==> src/rtl/udp_tx_arbiter.sv <==
// udp_tx_arbiter
//   Packet-granular round-robin arbiter that shares one UDP TX path among
//   NUM_REQ AXI-Stream requesters. A whole packet is granted at a time; the
//   granted lane's payload is passed through combinationally and its port
//   pair is latched for the duration of the packet. A stall watchdog aborts
//   a packet whose requester goes quiet mid-packet: a terminating 0x00/tlast
//   beat is sent downstream, then the rest of the hung packet is discarded.
//
//   Optional feature (macro UDP_TX_ARB_STATS_EN): adds pkt_count_out, one
//   16-bit wrapping count of completed packets per requester.
//
// Ports
//   clk, reset_n          clock, asynchronous active-low reset
//   req_tdata_in          payload bytes, requester i at [8i+7:8i]
//   req_tvalid_in/tlast   per-requester stream qualifiers
//   req_tready_out        per-requester ready (only the granted lane)
//   req_src/dest_port_in  per-requester UDP ports, requester i at [16i+15:16i]
//   udp_tx_*              muxed stream toward header insertion
//   src/dest_port_out     ports latched at grant time
//   grant_out             one-hot grant, zero when idle
//   timeout_out           one-cycle pulse after an aborted packet is flushed
//   pkt_count_out         (UDP_TX_ARB_STATS_EN only) completed-packet counts
//
// state | meaning
// IDLE  | no grant; arbitrate among valid requesters
// XFER  | granted lane passed through to downstream
// FLUSH | watchdog fired; emit one 0x00 tlast beat downstream
// DROP  | swallow the rest of the hung packet from the granted lane

module udp_tx_arbiter #(
   parameter int NUM_REQ        = 4,
   parameter int TIMEOUT_CYCLES = 1024
) (
   input  logic                    clk,
   input  logic                    reset_n,
   input  logic [8*NUM_REQ-1:0]    req_tdata_in,
   input  logic [NUM_REQ-1:0]      req_tvalid_in,
   input  logic [NUM_REQ-1:0]      req_tlast_in,
   output logic [NUM_REQ-1:0]      req_tready_out,
   input  logic [16*NUM_REQ-1:0]   req_src_port_in,
   input  logic [16*NUM_REQ-1:0]   req_dest_port_in,
   output logic [7:0]              udp_tx_tdata_out,
   output logic                    udp_tx_tvalid_out,
   output logic                    udp_tx_tlast_out,
   input  logic                    udp_tx_tready_in,
   output logic [15:0]             src_port_out,
   output logic [15:0]             dest_port_out,
   output logic [NUM_REQ-1:0]      grant_out,
   output logic                    timeout_out
`ifdef UDP_TX_ARB_STATS_EN
   ,
   output logic [16*NUM_REQ-1:0]   pkt_count_out
`endif
);

   localparam int IDX_W = $clog2(NUM_REQ);
   localparam int CNT_W = $clog2(TIMEOUT_CYCLES);
   localparam logic [CNT_W-1:0] CNT_TC = CNT_W'(TIMEOUT_CYCLES - 1);

   typedef enum logic [1:0] {
      ST_IDLE  = 2'd0,
      ST_XFER  = 2'd1,
      ST_FLUSH = 2'd2,
      ST_DROP  = 2'd3
   } state_t;

   state_t             state_q, state_d;
   logic [NUM_REQ-1:0] grant_q, grant_d;
   logic [IDX_W-1:0]   gidx_q, gidx_d;
   logic [IDX_W-1:0]   last_q, last_d;
   logic [15:0]        src_q, src_d;
   logic [15:0]        dest_q, dest_d;
   logic [CNT_W-1:0]   cnt_q, cnt_d;
   logic               timeout_q, timeout_d;

   logic               win_found;
   logic [IDX_W-1:0]   win_idx;
   logic               lane_tvalid;
   logic               lane_tlast;
   logic [7:0]         lane_tdata;

   assign lane_tvalid = req_tvalid_in[gidx_q];
   assign lane_tlast  = req_tlast_in[gidx_q];
   assign lane_tdata  = req_tdata_in[{gidx_q, 3'b000} +: 8];

   // Search upward from last_grant+1 with wrap; the last lane visited is
   // last_grant itself, so a lone requester can win back-to-back.
   always_comb begin
      int cand;
      logic [IDX_W-1:0] cand_idx;
      cand      = 0;
      cand_idx  = '0;
      win_found = 1'b0;
      win_idx   = '0;
      for (int i = 1; i <= NUM_REQ; i++) begin
         cand     = (int'(last_q) + i) % NUM_REQ;
         cand_idx = IDX_W'(cand);
         if (!win_found && req_tvalid_in[cand_idx]) begin
            win_found = 1'b1;
            win_idx   = cand_idx;
         end
      end
   end

   // Stream mux: zero-latency passthrough in XFER, synthetic tail in FLUSH,
   // unconditional sink on the granted lane in DROP.
   always_comb begin
      udp_tx_tdata_out  = 8'h00;
      udp_tx_tvalid_out = 1'b0;
      udp_tx_tlast_out  = 1'b0;
      req_tready_out    = '0;
      case (state_q)
         ST_XFER: begin
            udp_tx_tdata_out  = lane_tdata;
            udp_tx_tvalid_out = lane_tvalid;
            udp_tx_tlast_out  = lane_tlast;
            req_tready_out    = grant_q & {NUM_REQ{udp_tx_tready_in}};
         end
         ST_FLUSH: begin
            udp_tx_tvalid_out = 1'b1;
            udp_tx_tlast_out  = 1'b1;
         end
         ST_DROP: begin
            req_tready_out = grant_q;
         end
         default: ;
      endcase
   end

   always_comb begin
      state_d   = state_q;
      grant_d   = grant_q;
      gidx_d    = gidx_q;
      last_d    = last_q;
      src_d     = src_q;
      dest_d    = dest_q;
      cnt_d     = cnt_q;
      timeout_d = 1'b0;
      case (state_q)
         ST_IDLE: begin
            if (win_found) begin
               grant_d          = '0;
               grant_d[win_idx] = 1'b1;
               gidx_d           = win_idx;
               src_d            = req_src_port_in[{win_idx, 4'b0000} +: 16];
               dest_d           = req_dest_port_in[{win_idx, 4'b0000} +: 16];
               cnt_d            = '0;
               state_d          = ST_XFER;
            end
         end
         ST_XFER: begin
            if (lane_tvalid) begin
               cnt_d = '0;
               if (udp_tx_tready_in && lane_tlast) begin
                  state_d = ST_IDLE;
                  last_d  = gidx_q;
                  grant_d = '0;
               end
            end else if (cnt_q == CNT_TC) begin
               cnt_d   = '0;
               state_d = ST_FLUSH;
            end else begin
               cnt_d = cnt_q + 1'b1;
            end
         end
         ST_FLUSH: begin
            if (udp_tx_tready_in) begin
               timeout_d = 1'b1;
               cnt_d     = '0;
               state_d   = ST_DROP;
            end
         end
         ST_DROP: begin
            if (lane_tvalid) begin
               cnt_d = '0;
               if (lane_tlast) begin
                  state_d = ST_IDLE;
                  last_d  = gidx_q;
                  grant_d = '0;
               end
            end else if (cnt_q == CNT_TC) begin
               cnt_d   = '0;
               state_d = ST_IDLE;
               last_d  = gidx_q;
               grant_d = '0;
            end else begin
               cnt_d = cnt_q + 1'b1;
            end
         end
         default: state_d = ST_IDLE;
      endcase
   end

   always_ff @(posedge clk or negedge reset_n) begin
      if (!reset_n) begin
         state_q   <= ST_IDLE;
         grant_q   <= '0;
         gidx_q    <= '0;
         last_q    <= IDX_W'(NUM_REQ - 1);
         src_q     <= '0;
         dest_q    <= '0;
         cnt_q     <= '0;
         timeout_q <= 1'b0;
      end else begin
         state_q   <= state_d;
         grant_q   <= grant_d;
         gidx_q    <= gidx_d;
         last_q    <= last_d;
         src_q     <= src_d;
         dest_q    <= dest_d;
         cnt_q     <= cnt_d;
         timeout_q <= timeout_d;
      end
   end

   assign grant_out     = grant_q;
   assign src_port_out  = src_q;
   assign dest_port_out = dest_q;
   assign timeout_out   = timeout_q;

`ifdef UDP_TX_ARB_STATS_EN
   // Only clean XFER completions count; aborted packets end in DROP.
   logic        pkt_done;
   logic [15:0] pkt_cnt_q [NUM_REQ];
   logic [15:0] pkt_cnt_d [NUM_REQ];

   assign pkt_done = (state_q == ST_XFER) && lane_tvalid && lane_tlast && udp_tx_tready_in;

   always_comb begin
      for (int i = 0; i < NUM_REQ; i++) begin
         pkt_cnt_d[i] = pkt_cnt_q[i];
         if (pkt_done && (gidx_q == IDX_W'(i))) begin
            pkt_cnt_d[i] = pkt_cnt_q[i] + 16'd1;
         end
      end
   end

   always_ff @(posedge clk or negedge reset_n) begin
      if (!reset_n) begin
         for (int i = 0; i < NUM_REQ; i++) begin
            pkt_cnt_q[i] <= '0;
         end
      end else begin
         for (int i = 0; i < NUM_REQ; i++) begin
            pkt_cnt_q[i] <= pkt_cnt_d[i];
         end
      end
   end

   for (genvar g = 0; g < NUM_REQ; g++) begin : g_cnt_out
      assign pkt_count_out[16*g +: 16] = pkt_cnt_q[g];
   end
`endif

endmodule

==> config.mk <==
export PLATFORM = sky130hd
export DESIGN_NAME = udp_tx_arbiter
export DESIGN_NICKNAME = d
export VERILOG_FILES = /design/src/rtl/udp_tx_arbiter.sv
export SDC_FILE = /design/constraint.sdc
export NUM_CORES = 1
export LEC_CHECK = 0
export CAP_MARGIN = 20
export CORE_ASPECT_RATIO = 1.2
export CORE_MARGIN = 5
export CORE_UTILIZATION = 39
export DETAILED_ROUTE_END_ITERATION = 6
export GPL_TIMING_DRIVEN = 0
export PLACE_DENSITY = 0.83
export SLEW_MARGIN = 30
export SYNTH_ARGS = -nofsm -noshare
export SYNTH_HDL_FRONTEND = slang
export SYNTH_SLANG_ARGS = --single-unit
==> constraint.sdc <==
create_clock -name clk -period 4.44 [get_ports clk]
set_input_delay 0.444 -clock clk [delete_from_list [all_inputs] [get_ports clk]]
set_output_delay 0.444 -clock clk [all_outputs]
set_load 0.02 [all_outputs]
==> results of run 1 <==
[state kept, by name, summed over array words and instances, names as in the netlist, named ones only]
| name | count |
|---|---|
| src_port_out | 16 |
| last_q | 2 |
| timeout_out | 1 |
| dest_port_out | 16 |
| grant_out | 4 |
| gidx_q | 2 |
| state_q | 1 |
| cnt_q | 10 |
[stage by stage]
step | util (%) | instances | worst slack [ns] | hold WS, ns | instance area [sq um]
after floorplan | - | 362 | 2.22 | 0.148 | 3350
after global placement | 67.2 | 698 | 1.26 | 0.495 | 5690
after detailed placement | 67.4 | 699 | 1.57 | 0.384 | 5710
after CTS | 68.5 | 707 | 1.32 | 0.0435 | 5810
after global routing | 68.5 | 707 | 1.15 | 0.0442 | 5810
final | 68.5 | 707 | 1.36 | 0.0355 | 5810
[path summary, 6_finish.rpt]
path / start / endpoint / slack [ns]
worst max-delay path: gidx_q[0] / udp_tx_tdata_out[3] / 1.36
worst min-delay path: reset_n / src_port_out[6] / 0.04
worst max register to register: cnt_q[0] / last_q[0] / 1.93
worst min register to register: grant_out[0] / grant_out[0] / 0.52
max in group asynchronous: reset_n / last_q[0] / 3.87
min in group clk: grant_out[0] / grant_out[0] / 0.52
[layout make-up]
cell class	instances	area share [%]
Buffer	29	2.20
Clock inverter	2	0.237
Inverter	8	0.517
Clock buffer	6	1.42
Tap cell	117	2.52
Timing Repair Buffer	220	38.1
Multi-Input combinational cell	272	32.2
Sequential cell	53	22.9
[logic make-up after synthesis]
family,synth area share (%)
muxes,9.66
adders and majority gates,2.24
and+or+nand+nor,17.8
DFF,39.6
buffers and inverters,4.70
AOI/OAI and AO/OA,26.0
[per-layer routing]
layer	share of wire [%]	vias to the layer above	global-route usage, %	wire length, microns
met1	37	1882	27.9	4680
met4	2.7	0	7.51	347
met3	8.3	29	6.89	1060
li1	-	1853	-	-
met2	52	201	42.4	6710
met5	0	-	0	0
[synth_stat cells, drive strengths merged (3+ instances only)]
master and number:
a31oi 36, nor3 7, mux2 7, nor2 43, buf 6, inv 8, a222oi 32, ha 6
nor2b 10, clkbuf 23, nand2 44, and2 10, o21ai 16, a21oi 11, a32o 5, a22oi 3
mux4 10, dfrtp 51
[critical path, stage by stage, from the launching register on]
cell	delay, ns
dfrtp_1	0.44
buf_1	0.58
mux4_2	0.59
and2_1	0.17
clkdlybuf4s50_1	0.54
[report_power, final]
group / internal, mW / switching [mW] / leakage, nW
registers: 0.692 / 0.127 / 0.634
logic: 0.997 / 1.13 / 1.50
clock network: 0.127 / 0.161 / 0.0512
total: 1.82 / 1.41 / 2.19
==> results.cfg, run 1 <==
[floorplanning]
io_pins = 222
rows = 37
dieWidth_microns = 94.6
die_area_sq_mm = 0.0106
start_util_pct = 39.6
coreArea_sq_mm = 0.00847
die_y_microns = 112

[route]
first_pass_iters = 6
routedWlPerCell_microns = 18.1
ant_nets = 0
via_count = 3965
post-route-drc-count = 0
drtIter0Drc = 397
viasPerCell = 5.61
wirelength_microns = 12800

[status]
outcome = complete, no violations

[worst_setup_path]
worstRegToRegCells = 6
crit_required_ns = 4.00
crit_fanout = 10
critPathKind = register to primary output
endpoint_kind = primary output
cp.arrival_ns = 2.63
startpoint_type = register

[global_routing]
grt_antenna_before_repair = 0
gr-total-overflow = 0
grt_pass1_wl_microns = 20400
grt_usage_pct = 24.1
grt_max_degree = 30
grt_pass1_vias = 4145

[clock_network]
cts_tree = built
path_clk_slew_ns = 0.10
htreeDepth = 2
ctsResizeCount = 0
cts.sinks = 53
root_buffer = clkbuf_8
postCtsHoldBufs = 0
clock_latency_ns = 0.31
cts_setup_buffers = 0
cts_buffers = 5
clockBufferDepth = 2

[sta]
hold_viol = 0
maxSlewHeadroom_pct = 36.8
tightest_slew_ns = 0.941
skew_ns = 0.00863
rsz0062_at_grt = false
setup_viol = 0
fin_setup_tns_ns = 0
slew_viol_final = 0
period_share_pct = 69.3
finalCriticalPeriod_ns = 3.08
max_freq_mhz = 325

[final_layout]
area_delta_synth_final_pct = 73.1
final_nets = 766
fill_cells = 683
layout_common_cells = clkdlybuf4s50_1, dfrtp_1, nand2_1
seq_area_sq_mm = 0.00133
multiInputGateArea_sq_mm = 0.00187
drive_above_1_share_pct = 5.76
diodes = 0
layout_commonest_cell = clkdlybuf4s50_1

[synth]
synthCells = 362
synth.distinct_cells = 46
synth-edff-count = 0
ys_dominant_reg_cell = dfrtp_1
synth_area_sq_mm = 0.00335
synth.avg_cell_area_sq_um = 9.26
syn-num-nets = 539
yosysSeqAreaShare_pct = 39.6
async_flop_share_pct = 100
synth_top_area_share_pct = 38.1
synth.area.top_cells = dfrtp_1, a222oi_1, a31oi_1
ys_warn_count = 0
synth_top_area_cell = dfrtp_1
ys_ff_latch = 53

[power_and_ir_drop]
max-vdd-ir-drop_mv = 0.265
p_leak_nw = 2.19
power_density_mw_per_mm2 = 556
power_mw = 3.23

[placement]
portBuffers = 219
dp_hpwl_microns = 10400
gp_congestion = 0.815

[hold_path]
hold_path.class = primary input to asynchronous set/reset pin

[job]
cap_violations = 0
No activity file was read; power rests on OpenSTA's default activity.
==> run 2, diff against run 1 <==
CORE_UTILIZATION = 33   (was 39)
PLACE_DENSITY = 0.75   (was 0.83)
clock period = 2.55 ns   (was 4.44 ns; I/O delays follow)
==> run 2 against run 1 <==
The flow now finishes with violations (DRC). Sequential cell count unchanged. Register-to-register slack got worse by 1.8 ns. Worst setup slack lost 1.2 ns. Via count decreased by 0.33%. Clock skew grew 0.0025 ns. First-iteration DRC count down 31%. Design area is 2.1% higher. Sequential power grew 76%. Sequential share of layout area decreased by 0.45 points. Critical path type is now primary input to primary output. Highest routed layer unchanged.
==> results.cfg, run 2 (synthesis gave the netlist of run 1 again) <==
[status]
outcome = finished with violations
violations = DRC

[sta]
hold_viol = 0
period_share_pct = 95.4
maxSlewHeadroom_pct = 51.2
max_freq_mhz = 411
fin_setup_tns_ns = 0
slew_viol_final = 0
rsz0062_at_grt = false
tightest_slew_ns = 0.726
skew_ns = 0.0111
setup_ws_ns = 0.118
finalCriticalPeriod_ns = 2.43
setup_viol = 0

[final_layout]
final_area_sq_mm = 0.00593
area_delta_synth_final_pct = 76.8
diodes = 0
fill_cells = 870
final_nets = 766
stdcell_count = 716
layout_commonest_cell = clkdlybuf4s50_1
layout_common_cells = clkdlybuf4s50_1, dfrtp_1, nand2_1
drive_above_1_share_pct = 7.29

[power_and_ir_drop]
p_seq_share_pct = 24.1
p_leak_nw = 2.24
power_mw = 5.95
power.internal_mw = 3.44
swShare_pct = 42.2
power_density_mw_per_mm2 = 1000
pwr-share-clk_pct = 13.1
max-vdd-ir-drop_mv = 0.475
switchingPower_mw = 2.51
p_comb_share_pct = 62.8

[floorplanning]
rows = 40
dieWidth_microns = 102
io_pins = 222
die_y_microns = 120
die_area_sq_mm = 0.0123
start_util_pct = 33.7
coreArea_sq_mm = 0.00996

[global_routing]
grt_antenna_before_repair = 0
gr-total-overflow = 0
grt_pass1_vias = 4126
grt_max_degree = 34
grt_pass1_wl_microns = 19900
grt_usage_pct = 20.5

[clock_network]
cts_buffers = 5
cts_tree = built
clock_latency_ns = 0.30
cts_setup_buffers = 0
clockBufferDepth = 2
cts.sinks = 53
htreeDepth = 2
root_buffer = clkbuf_16
path_clk_slew_ns = 0.07

[worst_setup_path]
crit_slowest_cell = mux4_2
crit_path_frequent_cell = clkdlybuf4s50_1
startpoint_type = primary input
max_stage_delay_ns = 0.60
worstRegToRegCells = 6
crit_fanout = 8
cp.arrival_ns = 2.18
endpoint_kind = primary output
crit_chain = clkdlybuf4s50_1, mux4_2, a21oi_1, nor2b_1, clkdlybuf4s50_1
cp_top_family = buffers and inverters
critPathKind = primary input to primary output
regToRegSetupSlack_ns = 0.13
reg2reg_from = last_q[1]
r2r_end = src_port_out[8]
crit_buf_inv = 2
crit_required_ns = 2.30

[route]
routedWlPerCell_microns = 18.1
ant_nets = 0
drtIter0Drc = 273
wirelength_microns = 13000
first_pass_iters = 7
viasPerCell = 5.52
via_count = 3952
post-route-drc-count = 5

[placement]
place_area_sq_mm = 0.00572
portBuffers = 219
dp_hpwl_microns = 10600
place_ws_ns = -0.186
gp_congestion = 0.848
dp_cells = 708

[job]
cap_violations = 0

[hold_path]
hold_path.class = primary input to asynchronous set/reset pin
run 2: routing by layer:
metal	global-route usage [%]	wire [microns]	vias up
met4	5.09	210	0
met3	6.29	1120	19
met5	0	0	-
met1	22.2	4730	1897
met2	38.3	6920	178
li1	-	-	1858
run 2: area by class of cell:
cell class	count	area (sq um)	area share, %
clock buffer	5	125	2.11
sequential	53	1330	22.4
clock inverter	3	43.8	0.739
inverter	8	30.0	0.507
timing repair buffer	221	2220	37.4
tap	126	158	2.66
buffer	28	139	2.34
multi-input combinational	272	1880	31.7
run 2: what timing repair did:
item                                    4_1_cts  5_1_grt
hold buffers                                  1        0
hold endpoints to repair                     20        0
resized for setup                             4       10
endpoints found under the setup margin       10       19
run 2: how the worst max path moves through the flow:
stage,start,end,slack [ns],depth (start not counted)
final,req_tvalid_in[2],udp_tx_tvalid_out,0.12,5
after global routing,req_tvalid_in[2],udp_tx_tvalid_out,0.03,5
after CTS,gidx_q[1],udp_tx_tdata_out[6],0.01,5
after detailed placement,req_tvalid_in[2],src_port_out[8],-0.19,5
after global placement,reset_n,src_port_out[2],-0.50,1
after floorplan,gidx_q[0],cnt_q[4],0.44,6
run 2: stage by stage:
stage / hold slack (ns) / utilization [%]
after CTS: 0.381 / 59.3
after detailed placement: 0.162 / 57.4
after global placement: 0.496 / 57.3
after global routing: 0.405 / 59.5
after floorplan: -0.0406 / -
final: 0.382 / 59.5
run 2: power groups by stage:
stage	logic (mW)	clock network (mW)	registers (mW)
floorplan	1.81	0	1.75
global placement	3.63	0	1.43
detailed placement	3.71	0	1.45
CTS	3.74	0.798	1.44
global route	4.05	0.827	1.49
finish	3.74	0.779	1.44
==> run 3, diff against run 2 <==
CAP_MARGIN = 0   (was 20)
CORE_ASPECT_RATIO = 0.9   (was 1.2)
CORE_UTILIZATION = 34   (was 33)
CTS_BUF_LIST = sky130_fd_sc_hd__clkbuf_8   (was not set)
PLACE_DENSITY = 0.77   (was 0.75)
==> run 3 against run 2 <==
The run still ends with DRC left. Worst setup slack better by 0.017 ns. Largest cell class unchanged. Via count is 0.66% higher. First-iteration DRC count is 4.8% higher. Largest power group unchanged. Core utilization is 1.0 points higher. Design area is 1.3% lower. Wire length is 0.17% lower. Power is 4.9% lower. Combinational power is 1% lower. Die area is 2.7% lower.
==> results.cfg, run 3 (synthesis gave the netlist of run 1 again) <==
[worst_setup_path]
crit_fanout = 10
max_stage_delay_ns = 0.54
cp.arrival_ns = 2.65
startpoint_type = register
critPathKind = register to register
crit_required_ns = 2.79
crit_slowest_cell = dfstp_2
crit_chain = clkbuf_1, a22oi_1, o32ai_1, clkbuf_1, a222oi_1, a31oi_1
crit_path_frequent_cell = clkbuf_1
endpoint_kind = register

[floorplanning]
dieWidth_microns = 115
io_pins = 222
die_area_sq_mm = 0.0120
coreArea_sq_mm = 0.00966
start_util_pct = 34.7
rows = 34
die_y_microns = 104

[placement]
place_area_sq_mm = 0.00572
gp_congestion = 0.852
portBuffers = 219
dp_hpwl_microns = 10400

[sta]
fin_setup_tns_ns = 0
maxSlewHeadroom_pct = 36.2
hold_viol = 0
skew_ns = 0.00507
finalCriticalPeriod_ns = 2.42
period_share_pct = 94.7
tightest_slew_ns = 0.954
setup_viol = 0
rsz0062_at_grt = false
slew_viol_final = 0
max_freq_mhz = 414

[final_layout]
area_delta_synth_final_pct = 74.4
final_core_util_pct = 60.6
final_area_sq_mm = 0.00585
layout_commonest_cell = clkdlybuf4s50_1
layout_common_cells = clkdlybuf4s50_1, dfrtp_1, nand2_1
fill_cells = 851
drive_above_1_share_pct = 7.13
final_nets = 765
diodes = 0

[clock_network]
cts.sinks = 53
cts_buffers = 5
clock_latency_ns = 0.31
cts_tree = built
clockBufferDepth = 2
root_buffer = clkbuf_8
htreeDepth = 2
path_clk_slew_ns = 0.10

[power_and_ir_drop]
p_leak_nw = 2.24
max-vdd-ir-drop_mv = 0.429
power_density_mw_per_mm2 = 968
power_mw = 5.66

[global_routing]
met3_usage_pct = 6.11
use_met2_pct = 37.7
gr-total-overflow = 0
grt_pass1_wl_microns = 20400
grt_antenna_before_repair = 0
grt_max_degree = 40
grt_pass1_vias = 4153
grtUsageMet1_pct = 24.6
grt_most_used_layer = met2
grt_usage_pct = 20.9

[route]
drtIter0Drc = 286
first_pass_iters = 7
wirelength_microns = 13000
ant_nets = 0
post-route-drc-count = 2
routedWlPerCell_microns = 18.1
via_count = 3978
viasPerCell = 5.56

[status]
violations = DRC
outcome = finished with violations

[hold_path]
hold_path.class = primary input to asynchronous set/reset pin

[job]
cap_violations = 0
==> run 3: what timing repair did <==
item                                   4_1_cts  5_1_grt
buffers inserted                             0        0
gates cloned                                 0        0
gates resized for setup                      5       11
hold buffers                                 1        0
endpoints found under the hold margin       14        0
setup endpoints to repair                   10       24
==> run 3: area by class of cell <==
cell class / instances / area (sq um) / share of cell area (%)
sequential: 53 / 1330 / 22.7
inverter: 8 / 30.0 / 0.513
multi-input combinational: 272 / 1870 / 32.0
clock buffer: 6 / 82.6 / 1.41
timing repair buffer: 221 / 2220 / 38.0
buffer: 27 / 135 / 2.31
tap: 126 / 158 / 2.70
clock inverter: 2 / 13.8 / 0.235
==> run 3: where the power goes <==
part	total, mW	switching (mW)	internal (mW)	leakage, nW
registers	1.44	0.236	1.21	0.633
clock network	0.520	0.299	0.221	0.0512
logic	3.70	1.94	1.76	1.55
total	5.66	2.48	3.18	2.24
==> run 3: layer usage <==
layer | up-vias | wire, microns | share of wire [%]
met5 | - | 0 | 0
met4 | 0 | 129 | 0.99
met3 | 15 | 1220 | 9.4
met2 | 191 | 6700 | 52
met1 | 1918 | 4920 | 38
li1 | 1854 | - | -
==> run 3: critical path: cells and delay by family (launching register included) <==
| kind | cells | cell delay, ns |
|---|---|---|
| compound gates | 4 | 1.03 |
| buf+inv | 2 | 0.76 |
| flops | 1 | 0.54 |
==> run 3: worst paths after layout <==
check,from,slack (ns),endpoint,cells after the start
max,last_q[1],0.13,src_port_out[15],6
min,reset_n,0.33,timeout_out,2
max reg2reg,last_q[1],0.13,src_port_out[15],6
min reg2reg,grant_out[3],0.52,grant_out[3],1
max in group asynchronous,reset_n,1.70,last_q[0],3
min in group clk,req_tvalid_in[1],0.47,gidx_q[0],5
==> run 3: stage by stage <==
stage	instances	worst slack, ns	hold WS (ns)
after detailed placement	708	-0.125	0.123
final	715	0.135	0.325
after global routing	715	0.00865	0.342
after floorplan	362	0.445	-0.0406
after CTS	716	0.0129	0.326
after global placement	707	-0.449	0.501
